### src/rtl/rst_seq_ctrl.sv
// rst_seq_ctrl: board-clock reset sequencer.
// Merges PLL lock, the debounced reset button and a software reset pulse into one
// fault term, then releases NumDomains active-low resets one at a time in index
// order after a fault-free hold period.
// Optional feature: define RST_SEQ_CAUSE_EN to record the cause of the last reset
// entry on cause_o. Without it, cause_o is tied low and cause_clr_i is ignored.
module rst_seq_ctrl #(
    parameter int NumDomains     = 3,
    parameter int HoldCycles     = 255,
    parameter int StepCycles     = 16,
    parameter int DebounceCycles = 1000
) (
    input  logic                  clk_i,
    input  logic                  rst_i,
    input  logic                  pll_locked_i,
    input  logic                  rst_btn_i,
    input  logic                  sw_rst_req_i,
    output logic [NumDomains-1:0] rst_no,
    output logic                  all_released_o,
    output logic [3:0]            cause_o,
    input  logic                  cause_clr_i
);

    // One counter width serves the hold, step and debounce counters.
    localparam int MaxHoldStep = (HoldCycles > StepCycles) ? HoldCycles : StepCycles;
    localparam int MaxCycles   = (MaxHoldStep > DebounceCycles) ? MaxHoldStep : DebounceCycles;
    localparam int CntW        = $clog2(MaxCycles + 1);
    localparam int IdxW        = (NumDomains > 1) ? $clog2(NumDomains) : 1;

    localparam logic [CntW-1:0] HoldLast = CntW'(HoldCycles - 1);
    localparam logic [CntW-1:0] StepLast = CntW'(StepCycles - 1);
    localparam logic [CntW-1:0] DbLast   = CntW'(DebounceCycles - 1);
    localparam logic [IdxW-1:0] LastIdx  = IdxW'(NumDomains - 1);

    typedef enum logic [1:0] {
        StHold    = 2'd0,
        StRelease = 2'd1,
        StRun     = 2'd2
    } state_t;

    logic                  r_pllMeta;
    logic                  r_pllSync;
    logic                  r_btnMeta;
    logic                  r_btnSync;
    logic                  r_btnStable;
    logic [CntW-1:0]       r_dbCnt;
    state_t                r_state;
    logic [CntW-1:0]       r_cnt;
    logic [IdxW-1:0]       r_idx;
    logic [NumDomains-1:0] r_rstN;
    logic                  r_allReleased;

    state_t                w_nextState;
    logic [CntW-1:0]       w_nextCnt;
    logic [IdxW-1:0]       w_nextIdx;
    logic [NumDomains-1:0] w_nextRstN;
    logic                  w_nextAll;
    logic                  w_causeLoad;
    logic                  w_fault;

    // Two-flop synchronisers for the asynchronous PLL lock and button inputs.
    always_ff @(posedge clk_i or posedge rst_i) begin
        if (rst_i) begin
            r_pllMeta <= 1'b0;
            r_pllSync <= 1'b0;
            r_btnMeta <= 1'b0;
            r_btnSync <= 1'b0;
        end else begin
            r_pllMeta <= pll_locked_i;
            r_pllSync <= r_pllMeta;
            r_btnMeta <= rst_btn_i;
            r_btnSync <= r_btnMeta;
        end
    end

    // Button debounce: a new synced level is accepted only after it persists DebounceCycles cycles.
    always_ff @(posedge clk_i or posedge rst_i) begin
        if (rst_i) begin
            r_dbCnt     <= '0;
            r_btnStable <= 1'b0;
        end else if (r_btnSync != r_btnStable) begin
            if (r_dbCnt == DbLast) begin
                r_btnStable <= r_btnSync;
                r_dbCnt     <= '0;
            end else begin
                r_dbCnt <= r_dbCnt + CntW'(1);
            end
        end else begin
            r_dbCnt <= '0;
        end
    end

    assign w_fault = ~r_pllSync | r_btnStable | sw_rst_req_i;

    // Sequencer state, counters and the registered reset outputs.
    always_ff @(posedge clk_i or posedge rst_i) begin
        if (rst_i) begin
            r_state       <= StHold;
            r_cnt         <= '0;
            r_idx         <= '0;
            r_rstN        <= '0;
            r_allReleased <= 1'b0;
        end else begin
            r_state       <= w_nextState;
            r_cnt         <= w_nextCnt;
            r_idx         <= w_nextIdx;
            r_rstN        <= w_nextRstN;
            r_allReleased <= w_nextAll;
        end
    end

    // Next-state logic: a fault always wins over a release due in the same cycle.
    always_comb begin
        w_nextState = r_state;
        w_nextCnt   = r_cnt;
        w_nextIdx   = r_idx;
        w_nextRstN  = r_rstN;
        w_nextAll   = r_allReleased;
        w_causeLoad = 1'b0;
        case (r_state)
            StHold: begin
                w_nextRstN = '0;
                w_nextAll  = 1'b0;
                if (w_fault) begin
                    w_nextCnt = '0;
                end else if (r_cnt == HoldLast) begin
                    w_nextState = StRelease;
                    w_nextCnt   = '0;
                    w_nextIdx   = '0;
                end else begin
                    w_nextCnt = r_cnt + CntW'(1);
                end
            end
            StRelease: begin
                if (w_fault) begin
                    w_nextState = StHold;
                    w_nextCnt   = '0;
                    w_nextIdx   = '0;
                    w_nextRstN  = '0;
                    w_nextAll   = 1'b0;
                    w_causeLoad = 1'b1;
                end else if (r_cnt == StepLast) begin
                    w_nextRstN[r_idx] = 1'b1;
                    w_nextCnt         = '0;
                    if (r_idx == LastIdx) begin
                        w_nextState = StRun;
                        w_nextAll   = 1'b1;
                    end else begin
                        w_nextIdx = r_idx + IdxW'(1);
                    end
                end else begin
                    w_nextCnt = r_cnt + CntW'(1);
                end
            end
            StRun: begin
                if (w_fault) begin
                    w_nextState = StHold;
                    w_nextCnt   = '0;
                    w_nextIdx   = '0;
                    w_nextRstN  = '0;
                    w_nextAll   = 1'b0;
                    w_causeLoad = 1'b1;
                end else begin
                    w_nextRstN = '1;
                    w_nextAll  = 1'b1;
                end
            end
            default: begin
                w_nextState = StHold;
                w_nextCnt   = '0;
                w_nextIdx   = '0;
                w_nextRstN  = '0;
                w_nextAll   = 1'b0;
            end
        endcase
    end

    assign rst_no         = r_rstN;
    assign all_released_o = r_allReleased;

`ifdef RST_SEQ_CAUSE_EN
    logic [3:0] r_cause;

    // Cause capture: a new reset entry overrides a same-cycle clear.
    always_ff @(posedge clk_i or posedge rst_i) begin
        if (rst_i) begin
            r_cause <= 4'b0001;
        end else if (w_causeLoad) begin
            r_cause <= {sw_rst_req_i, ~r_pllSync, r_btnStable, 1'b0};
        end else if (cause_clr_i) begin
            r_cause <= 4'b0000;
        end
    end

    assign cause_o = r_cause;
`else
    logic w_unused;

    assign cause_o  = 4'b0000;
    assign w_unused = &{1'b0, cause_clr_i, w_causeLoad};
`endif

endmodule
### config.mk
export PLATFORM = sky130hd
export DESIGN_NAME = rst_seq_ctrl
export DESIGN_NICKNAME = d
export VERILOG_FILES = /design/src/rtl/rst_seq_ctrl.sv
export SDC_FILE = /design/constraint.sdc
export NUM_CORES = 1
export LEC_CHECK = 0
export BUFFER_PORTS_ARGS = -buffer_cell sky130_fd_sc_hd__buf_4
export CAP_MARGIN = 5
export CORE_MARGIN = 5
export CORE_UTILIZATION = 64
export CTS_CLUSTER_SIZE = 16
export DETAILED_ROUTE_END_ITERATION = 16
export MAX_ROUTING_LAYER = met4
export PLACE_DENSITY = 0.84
export REMOVE_ABC_BUFFERS = 1
export SYNTH_ARGS = -nofsm -noshare
export SYNTH_HDL_FRONTEND = slang
export SYNTH_SLANG_ARGS = --single-unit
export TNS_END_PERCENT = 20
### constraint.sdc
create_clock -name clk_i -period 3 [get_ports clk_i]
set_input_delay 0.3 -clock clk_i [delete_from_list [all_inputs] [get_ports clk_i]]
set_output_delay 0.3 -clock clk_i [all_outputs]
set_load 0.005 [all_outputs]
# After elaboration in Yosys (flattened, before gate mapping)
# Index checks and enable logic that the tools add are counted.
dict set report op_classes {
  n_addsub 3
  mul 0
  div_mod_pow 0
  n_lt_le_gt_ge 2
  n_eq_ne 13
  n_shift 0
  mux 32
  bitwise_logic 4
  reduce_logical 6
}
# op count
set ops {}
lappend ops {{$mux 10} 7}
lappend ops {{$pmux 10 s3} 1}
lappend ops {{$mux 2} 11}
lappend ops {{$add 10x1->10 const B} 2}
lappend ops {{$pmux 2 s3} 2}
lappend ops {{$eq 10x10->1 const B} 1}
lappend ops {{$eq 10x4->1 const B} 1}
lappend ops {{$eq 10x8->1 const B} 1}
lappend ops {{$reduce_and 5->1} 2}
lappend ops {{$mux 3} 3}
lappend ops {{$ne 3x3->1 const B} 3}
lappend ops {{$ne 2x2->1 const B} 3}
lappend ops {{$pmux 3 s2} 1}
lappend ops {{$mux 1} 5}
lappend ops {{$eq 2x2->1 const B} 2}
lappend ops {{$reduce_and 2->1} 2}
lappend ops {{$lt 2x3->1 const B} 1}
lappend ops {{$or 3x3->3} 1}
lappend ops {{$add 2x1->2 const B} 1}
lappend ops {{$demux 1 s2} 1}
lappend ops {{$eq 2x1->1 const B} 1}
lappend ops {{$ge 2x1->1 const B} 1}
lappend ops {{$logic_not 2->1} 1}
lappend ops {{$or 1x1->1} 2}
lappend ops {{other kinds (4)} 4}
dict set report totals {
  regBits 33
  latchBits 0
  ramBits 0
  romBits 0
  input_bits 6
  out_inout_bits 8
  elab_cells 71
  memories 0
}

# Longest topological paths before layout
# Gate-level depths: netlist (run 1).
dict set report depth {
  word_depth 8
  mapped_depth 7
  mapped_depth_nobuf 6
}

# Least setup slack after synthesis (run 1)
# No wires, ideal clock.
dict set report synth_path {
  path_type {register to register}
  from {register r_cnt[0]}
  to {register r_state[0]}
  setup_ns 0.128
  arrival_ns 1.834
  required_time_ns 2.872
  path_slack_ns 1.038
  path_stages_with_launch 7
  n_path_buf 0
  synth_period_minus_slack_ns 1.962
  path_cell_list {dfrtp_1 inv_1 ha_1 or3b_2 o41ai_4 o2111ai_1 mux2_1}
}
dict set report synth_between {
  elab_chain_cells 3
  word_cells_on_any_way 5
  classes_between {eq/ne (4); reduce/logical (1)}
}
# item line
set synth_rtl {}
lappend synth_rtl {{start, declared} 48} ;# logic [CntW-1:0] r_cnt;
lappend synth_rtl {{start signal, assigned} 105} ;# r_cnt <= w_nextCnt;
lappend synth_rtl {{$eq 10x4->1 / $eq 10x8->1 (equally long branches)} {142, 126}}
lappend synth_rtl {{$ne 3x3->1 (no line) / $ne 2x2->1 (equally long branches)} n/a}
lappend synth_rtl {{$reduce_and 5->1 (no line) *} n/a}
lappend synth_rtl {{end signal, assigned} 98} ;# r_state <= StHold;
lappend synth_rtl {{end signal, assigned} 104} ;# r_state <= w_nextState;
lappend synth_rtl {{end, declared} 47} ;# state_t r_state;
# Every way passes the cells marked *; elsewhere a longest branch is shown, timed or not.
# A chain may end at the register's enable or synchronous reset.

# Final worst setup path (run 1)
dict set report layout_path {
  from {register r_state[1]}
  to {register r_cnt[1]}
}
dict set report layout_between {
  elab_chain_cells 2
  word_cells_on_any_way 5
  classes_between {eq/ne (3); mux (1); reduce/logical (1)}
}
# item
set layout_rtl {}
lappend layout_rtl {{$eq 2x2->1, or another cell as far along}}
lappend layout_rtl {{$pmux 10 s3 / $ne 2x2->1 (equally long branches)}}
# Several ways; a longest one is shown, not always the timed one.

==> flow_summary.json, run 1 <==
{
  "tritoncts": "done",
  "io_pins": 14,
  "synth_warnings": 0,
  "reg2reg_slack_ns": 0.68,
  "synth_area_mm2": 0.001862,
  "worstSetupPathType": "flop to flop",
  "drtIter0Drc": 72,
  "synth_edf_count": 0,
  "synth_seq_area_share": 0.4435,
  "cts_resized": 0,
  "fin_crit_ns": 2.325,
  "critPathRequiredTime_ns": 3.25,
  "gp_congestion": 0.8343,
  "wirelength_mm": 3.828,
  "synthToLayoutAreaGrowth_pct": 8.333,
  "arrival_ns": 2.58,
  "worst_pin_slew_ns": 0.7940,
  "grt_use_met2": 0.3480,
  "status": "completed",
  "fmaxAchievable_ghz": 0.4301,
  "fin_setup_tns_ns": 0,
  "n_antenna_cell": 0,
  "initial_core_util": 0.6694,
  "drv_cap": 0,
  "p_per_area_mw_per_mm2": 418.7,
  "numCtsBuffers": 5,
  "grt_busiest_layer": "met2",
  "slew_headroom": 0.4682,
  "vias": 1421,
  "ctsRootBufferMaster": "clkbuf_4",
  "r2r_end": "r_cnt[1]$_DFFE_PP0N_",
  "fin_total_pwr_uw": 844.5,
  "wire_per_inst_um": 16.50,
  "grt_pass1_vias": 1454,
  "nets": 215,
  "reg2reg_depth": 7,
  "worst_setup_path_end_kind": "flop",
  "core_area_mm2": 0.002781,
  "ir_worst_vdd_uv": 390.2,
  "cts_sinks": 33,
  "setup_violations": 0,
  "grt_overflow": 0,
  "die_area_mm2": 0.004088,
  "min_path_type": "primary input to async pin",
  "synth_cell_types": 51,
  "numPortBuffers": 8,
  "grt.total_usage": 0.2113,
  "placementRows": 19,
  "synth_ff_type": "dfrtp_1",
  "ant_nets": 0,
  "grt_pass1_wl_mm": 6.575,
  "htree_levels": 2,
  "synthCells": 190,
  "worst_hold_slack_ns": 0.03985,
  "drc": 0,
  "clk_pin_slew_worst_paths_ns": 0.10,
  "syn_area_per_cell_um2": 9.799,
  "finish.utilization": 0.7251,
  "cp_max_fo": 9,
  "die_w_um": 63.94,
  "antenna_found_initial": 0,
  "rsz0062_at_grt": "no",
  "clk_path_buf_depth": 2,
  "firstDrtPassIters": 5,
  "period_share": 0.7749,
  "yosys_register_bits": 33,
  "worstSkewPairLatency_ns": 0.33,
  "p_leak_nw": 0.9445,
  "r2r-start": "r_state[1]$_DFFE_PP0P_",
  "die_h_um": 63.94,
  "dp_hpwl_mm": 2.701,
  "fin_skew_ns": 0.004517,
  "postCtsSetupBuffers": 0,
  "async_flop_share": 1.000,
  "startpoint_type": "flop",
  "grtUsageMet3": 0.05254,
  "hold_viol_final": 0,
  "met1_usage": 0.2376,
  "slew_violations": 0,
  "postCtsHoldBufs": 0,
  "viasPerCell": 6.125,
  "grt_max_degree": 34,
  "layout-drive-gt1-share": 0.1443
}
-- power breakdown --
group / internal, mW / switching, mW
Sequential: 0.452 / 0.00699
Clock: 0.199 / 0.152
Combinational: 0.0126 / 0.0227
Total: 0.663 / 0.181
-- area by class of cell --
| type | count | area, um2 |
|---|---|---|
| inverters | 12 | 45.04 |
| fillers | 206 | 764.5 |
| well taps | 31 | 38.79 |
| multi-input cells | 137 | 939.7 |
| clock inverters | 1 | 30.03 |
| flip-flops and latches | 33 | 825.8 |
| repair buffers | 11 | 82.58 |
| clock buffers | 7 | 55.05 |
-- cell families after synthesis --
family | after synthesis | synth area share
AND/OR/NAND/NOR | 76 | 0.2191
AO/OA/AOI/OAI | 35 | 0.1479
flip-flops | 33 | 0.4435
buffers and inverters | 23 | 0.06115
adder cells (fa/ha/maj) | 9 | 0.06048
XOR/XNOR | 9 | 0.04234
multiplexers | 4 | 0.02352
other | 1 | 0.002014
-- per-stage QoR --
| stage | setup WS [ns] | cell area, um2 | instances |
|---|---|---|---|
| finish | 0.6752 | 2017 | 232 |
| floorplan | 0.7550 | 1804 | 182 |
| global placement | 0.8444 | 1932 | 224 |
| global route | 0.4853 | 2017 | 232 |
| detailed placement | 0.7882 | 1932 | 224 |
| CTS | 0.7552 | 2017 | 232 |
-- flip-flops by register name (all words and copies together), names as in the netlist, 2 cells and up --
register  count
r_idx         2
r_dbCnt      10
r_state       2
r_cnt        10
rst_no        3
-- worst max-delay path, cell delays in order (launching register included) --
cell and delay (ns):
dfrtp_1 0.41, inv_1 0.09, ha_1 0.17, nand4bb_1 0.28, a31oi_1 0.70, buf_4 0.28
o21ai_0 0.12, o21ai_0 0.20
-- placed cells by master, fill, tap and decap left out, drive strengths merged, types with 4 or more instances in the layout --
cell / Yosys / final
nor4: 4 / 4
conb: 1 / 4
nor2: 24 / 24
xnor2: 6 / 6
ha: 9 / 9
inv: 12 / 12
nand3: 7 / 7
o21a: 4 / 4
nand2: 17 / 17
dfrtp: 33 / 33
o211ai: 4 / 4
o22ai: 5 / 5
clkbuf: 4 / 7
buf: 7 / 11
-- worst max path at each step --
stage	slack (ns)	cells after the start	from	end
after floorplan	0.76	6	r_state[0]$_DFFE_PP0P_	r_cnt[5]$_DFFE_PP0N_
after global placement	0.84	7	r_state[1]$_DFFE_PP0P_	r_cnt[1]$_DFFE_PP0N_
after detailed placement	0.79	7	r_state[1]$_DFFE_PP0P_	r_cnt[2]$_DFFE_PP0N_
after CTS	0.76	6	r_cnt[0]$_DFFE_PP0N_	r_cnt[0]$_DFFE_PP0N_
after global routing	0.49	7	r_state[1]$_DFFE_PP0P_	r_cnt[1]$_DFFE_PP0N_
final	0.68	7	r_state[1]$_DFFE_PP0P_	r_cnt[1]$_DFFE_PP0N_
-- synth_stat cells, drive strengths merged, types with 3 or more instances --
| cell type | instances | area share |
|---|---|---|
| nand4bb | 3 | 0.018 |
| nor2 | 24 | 0.048 |
| buf | 7 | 0.029 |
| dfrtp | 33 | 0.44 |
| nand4 | 3 | 0.010 |
| ha | 9 | 0.060 |
| o21ai | 3 | 0.0081 |
| nor3 | 3 | 0.0081 |
| nand3 | 7 | 0.019 |
| xnor2 | 6 | 0.028 |
| o211ai | 4 | 0.016 |
| inv | 12 | 0.024 |
| xor2 | 3 | 0.014 |
| o22ai | 5 | 0.017 |
| nor4 | 4 | 0.013 |
| mux2 | 3 | 0.018 |
| clkbuf | 4 | 0.0081 |
| o21a | 4 | 0.016 |
| nand2 | 17 | 0.034 |
| o2111ai | 3 | 0.014 |
-- layer usage --
metal  wire [um]  vias to the layer above  part of all wire
li1            -                      694                 -
met1        1624                      687              0.42
met2        1995                       29              0.52
met3         123                       11             0.032
met4          85                        0             0.022
met5           0                        -                 0
(Power assumes the default switching activity.)
==> inputs of run 2 (changes only) <==
ABC_AREA = 1   (was default)
CORE_UTILIZATION = 59   (was 64)
PLACE_DENSITY = 0.78   (was 0.84)
clock period = 2.15 ns   (was 3 ns; I/O delays follow)
==> run 2 against run 1 <==
  * Worst hold slack better by 0.28 ns
  * Largest cell class unchanged
  * Non-clock buffer count up 1
  * First-iteration DRC count down 2.8%
  * Synthesized cell count up 21%
  * Register-to-register slack worse by 0.25 ns
  * Critical path type unchanged
  * Via count up 1.5%
  * Maximum frequency up 35%
==> flow_summary.json, run 2 <==
{
  "cts_resized": 0,
  "min_from": "sw_rst_req_i",
  "ys_top_cells_by_area": "dfrtp_1, nand2_1, nor2_1, inv_1, nand3_1",
  "drc": 0,
  "antenna_found_initial": 0,
  "drtIter0Drc": 70,
  "worst_setup_path_end_kind": "flop",
  "numPortBuffers": 8,
  "fin_setup_tns_ns": 0,
  "grt.total_usage": 0.1842,
  "final_cell_mix": "nand2_1, nor2_1, inv_1, dfrtp_1, nand3_1",
  "path_cells": "inv_1 > ha_1 > nand3_1 > nand2_1 > a21oi_4 > nand2_1 > nand2_1 > nand2_1",
  "critical_path.slowest_cell": "dfrtp_1",
  "worstSetupPathType": "flop to flop",
  "p_per_area_mw_per_mm2": 496.1,
  "cts_sinks": 33,
  "cp_max_fo": 11,
  "io_pins": 14,
  "synthMuxAreaShare": 0,
  "fill_cells": 262,
  "synth_xor_xnor_area_share": 0.03254,
  "fmaxAchievable_ghz": 0.5798,
  "grt_max_degree": 34,
  "grtUsageMet3": 0.05565,
  "worstSkewPairLatency_ns": 0.33,
  "synth_area_mm2": 0.001884,
  "rsz0062_at_grt": "no",
  "cp_num_buf_inv": 1,
  "dpl_cell_area_mm2": 0.001972,
  "async_flop_share": 1.000,
  "wire_per_inst_um": 11.20,
  "synth_ff_type": "dfrtp_1",
  "period_share": 0.8022,
  "vias": 1442,
  "layout-drive-gt1-share": 0.1382,
  "critPathRequiredTime_ns": 2.37,
  "clk_path_buf_depth": 2,
  "n_antenna_cell": 0,
  "final_common_cell": "nand2_1",
  "ff_latch_area_um2": 825.8,
  "synth_seq_area_share": 0.4382,
  "synth_compound_area_frac": 0.05843,
  "ant_nets": 0,
  "firstDrtPassIters": 4,
  "cp_top_family": "simple AND/OR/NAND/NOR gates",
  "synth.most_common_cell": "nand2_1",
  "initial_core_util": 0.6172,
  "yosysTopAreaCellShare": 0.4382,
  "finish.utilization": 0.6725,
  "startpoint_type": "flop",
  "setup_slack_ns": 0.4253,
  "crit_start": "r_state[0]$_DFFE_PP0P_",
  "min_path_type": "primary input to flop",
  "ctsRootBufferMaster": "clkbuf_4",
  "fin_total_pwr_mw": 1.019,
  "synth_cell_types": 35,
  "placementRows": 20,
  "synth_top_family_by_area": "simple AND/OR/NAND/NOR gates",
  "grt_pass1_wl_mm": 6.072,
  "arrival_ns": 1.95,
  "dp_hpwl_mm": 2.410,
  "grt_pass1_vias": 1390,
  "yosys.area.top_type": "dfrtp_1",
  "synth_edf_count": 0,
  "yosys.area_share.simple": 0.3121,
  "synthCells": 229,
  "met1_usage": 0.2348,
  "setup_violations": 0,
  "wirelength_mm": 3.249,
  "tritoncts": "done",
  "slowest_delay_ns": 0.38,
  "htree_levels": 2,
  "numCtsBuffers": 5,
  "postLayoutCellArea_mm2": 0.002053,
  "status": "completed",
  "r2r-start": "r_state[0]$_DFFE_PP0P_",
  "die_w_um": 66.52,
  "synth_warnings": 0,
  "ir_worst_vdd_uv": 458.3,
  "multi_input_area_um2": 887.1,
  "grt_use_met2": 0.2850,
  "syn_area_per_cell_um2": 8.228,
  "viasPerCell": 4.972,
  "clk_pin_slew_worst_paths_ns": 0.09,
  "drv_cap": 0,
  "die_h_um": 66.52,
  "fin_crit_ns": 1.725,
  "p_leak_nw": 1.043,
  "postCtsSetupBuffers": 0,
  "core_area_mm2": 0.003053,
  "yosys_register_bits": 33,
  "synthToLayoutAreaGrowth_pct": 8.964,
  "place_ws_ns": 0.4525,
  "path_common_cell": "nand2_1",
  "yosys-top-cells-count": "nand2_1, nor2_1, dfrtp_1, inv_1, nand3_1",
  "synthAdderAreaFrac": 0.05976,
  "grt_overflow": 0,
  "fin_skew_ns": 0.006849,
  "slew_violations": 0,
  "nets": 260,
  "grt_busiest_layer": "met2",
  "die_area_mm2": 0.004424,
  "gp_congestion": 0.8960,
  "hold_viol_final": 0
}
run 2: changes by cell type after synthesis, sizes merged, moves of 5 or more:
cell   change
nor2      +14
nand3     +20
nand2     +31
o22ai      -5
xnor2      -5
inv       +22
run 2: stage by stage:
step / instances / hold slack [ns]
after global routing: 290 / 0.3579
after CTS: 290 / 0.3117
after detailed placement: 279 / 0.3259
final: 290 / 0.3193
after global placement: 279 / 0.3249
after floorplan: 226 / 0.2464
run 2: timing repair:
item | in CTS | in global routing
setup endpoints to repair | 0 | 0
hold endpoints to repair | 35 | 0
hold buffers | 3 | 0
run 2: worst reg2reg max path, delay by kind of cell, from the launching register on:
kind / cells / cell delay [ns]
buffers and inverters: 1 / 0.07
DFF: 1 / 0.38
adders and majority gates: 1 / 0.19
and+or+nand+nor: 5 / 0.76
AOI/OAI and AO/OA: 1 / 0.21
run 2: final timing paths:
kind	cells past startpoint	end	slack, ns
setup / recovery	8	r_state[0]$_DFFE_PP0P_	0.43
hold / removal	6	all_released_o$_DFFE_PP0P_	0.32
setup reg to reg	8	r_state[0]$_DFFE_PP0P_	0.43
hold reg to reg	0	r_pllSync$_DFF_PP0_	0.36
max in group asynchronous	4	rst_no[2]$_DFFE_PP0P_	1.34
min in group asynchronous	4	r_dbCnt[9]$_DFF_PP0_	0.52
run 2: cell families after synthesis:
| group | Yosys count |
|---|---|
| AOI/OAI and AO/OA | 16 |
| xor gates and xnor gates | 7 |
| adders and majority gates | 9 |
| buffers and inverters | 41 |
| DFF | 33 |
| other | 1 |
| and+or+nand+nor | 122 |
run 2: area by class of cell:
cell class / count / share of cell area
clock buffer: 6 / 0.02011
clock inverter: 2 / 0.004875
inverter: 35 / 0.06642
multi-input combinational: 158 / 0.4321
sequential: 33 / 0.4022
tap: 44 / 0.02681
timing repair buffer: 12 / 0.04753
run 2: layer usage:
layer	routed length [um]	up-vias
met5	0	-
met4	55	0
met3	124	8
met2	1515	34
met1	1555	659
li1	-	741
run 2: power by group:
part / total, mW / leakage, nW / switching, mW / internal, mW
clock: 0.328 / 0.0320 / 0.203 / 0.124
sequential: 0.637 / 0.448 / 0.00692 / 0.630
combinational: 0.0538 / 0.563 / 0.0341 / 0.0197
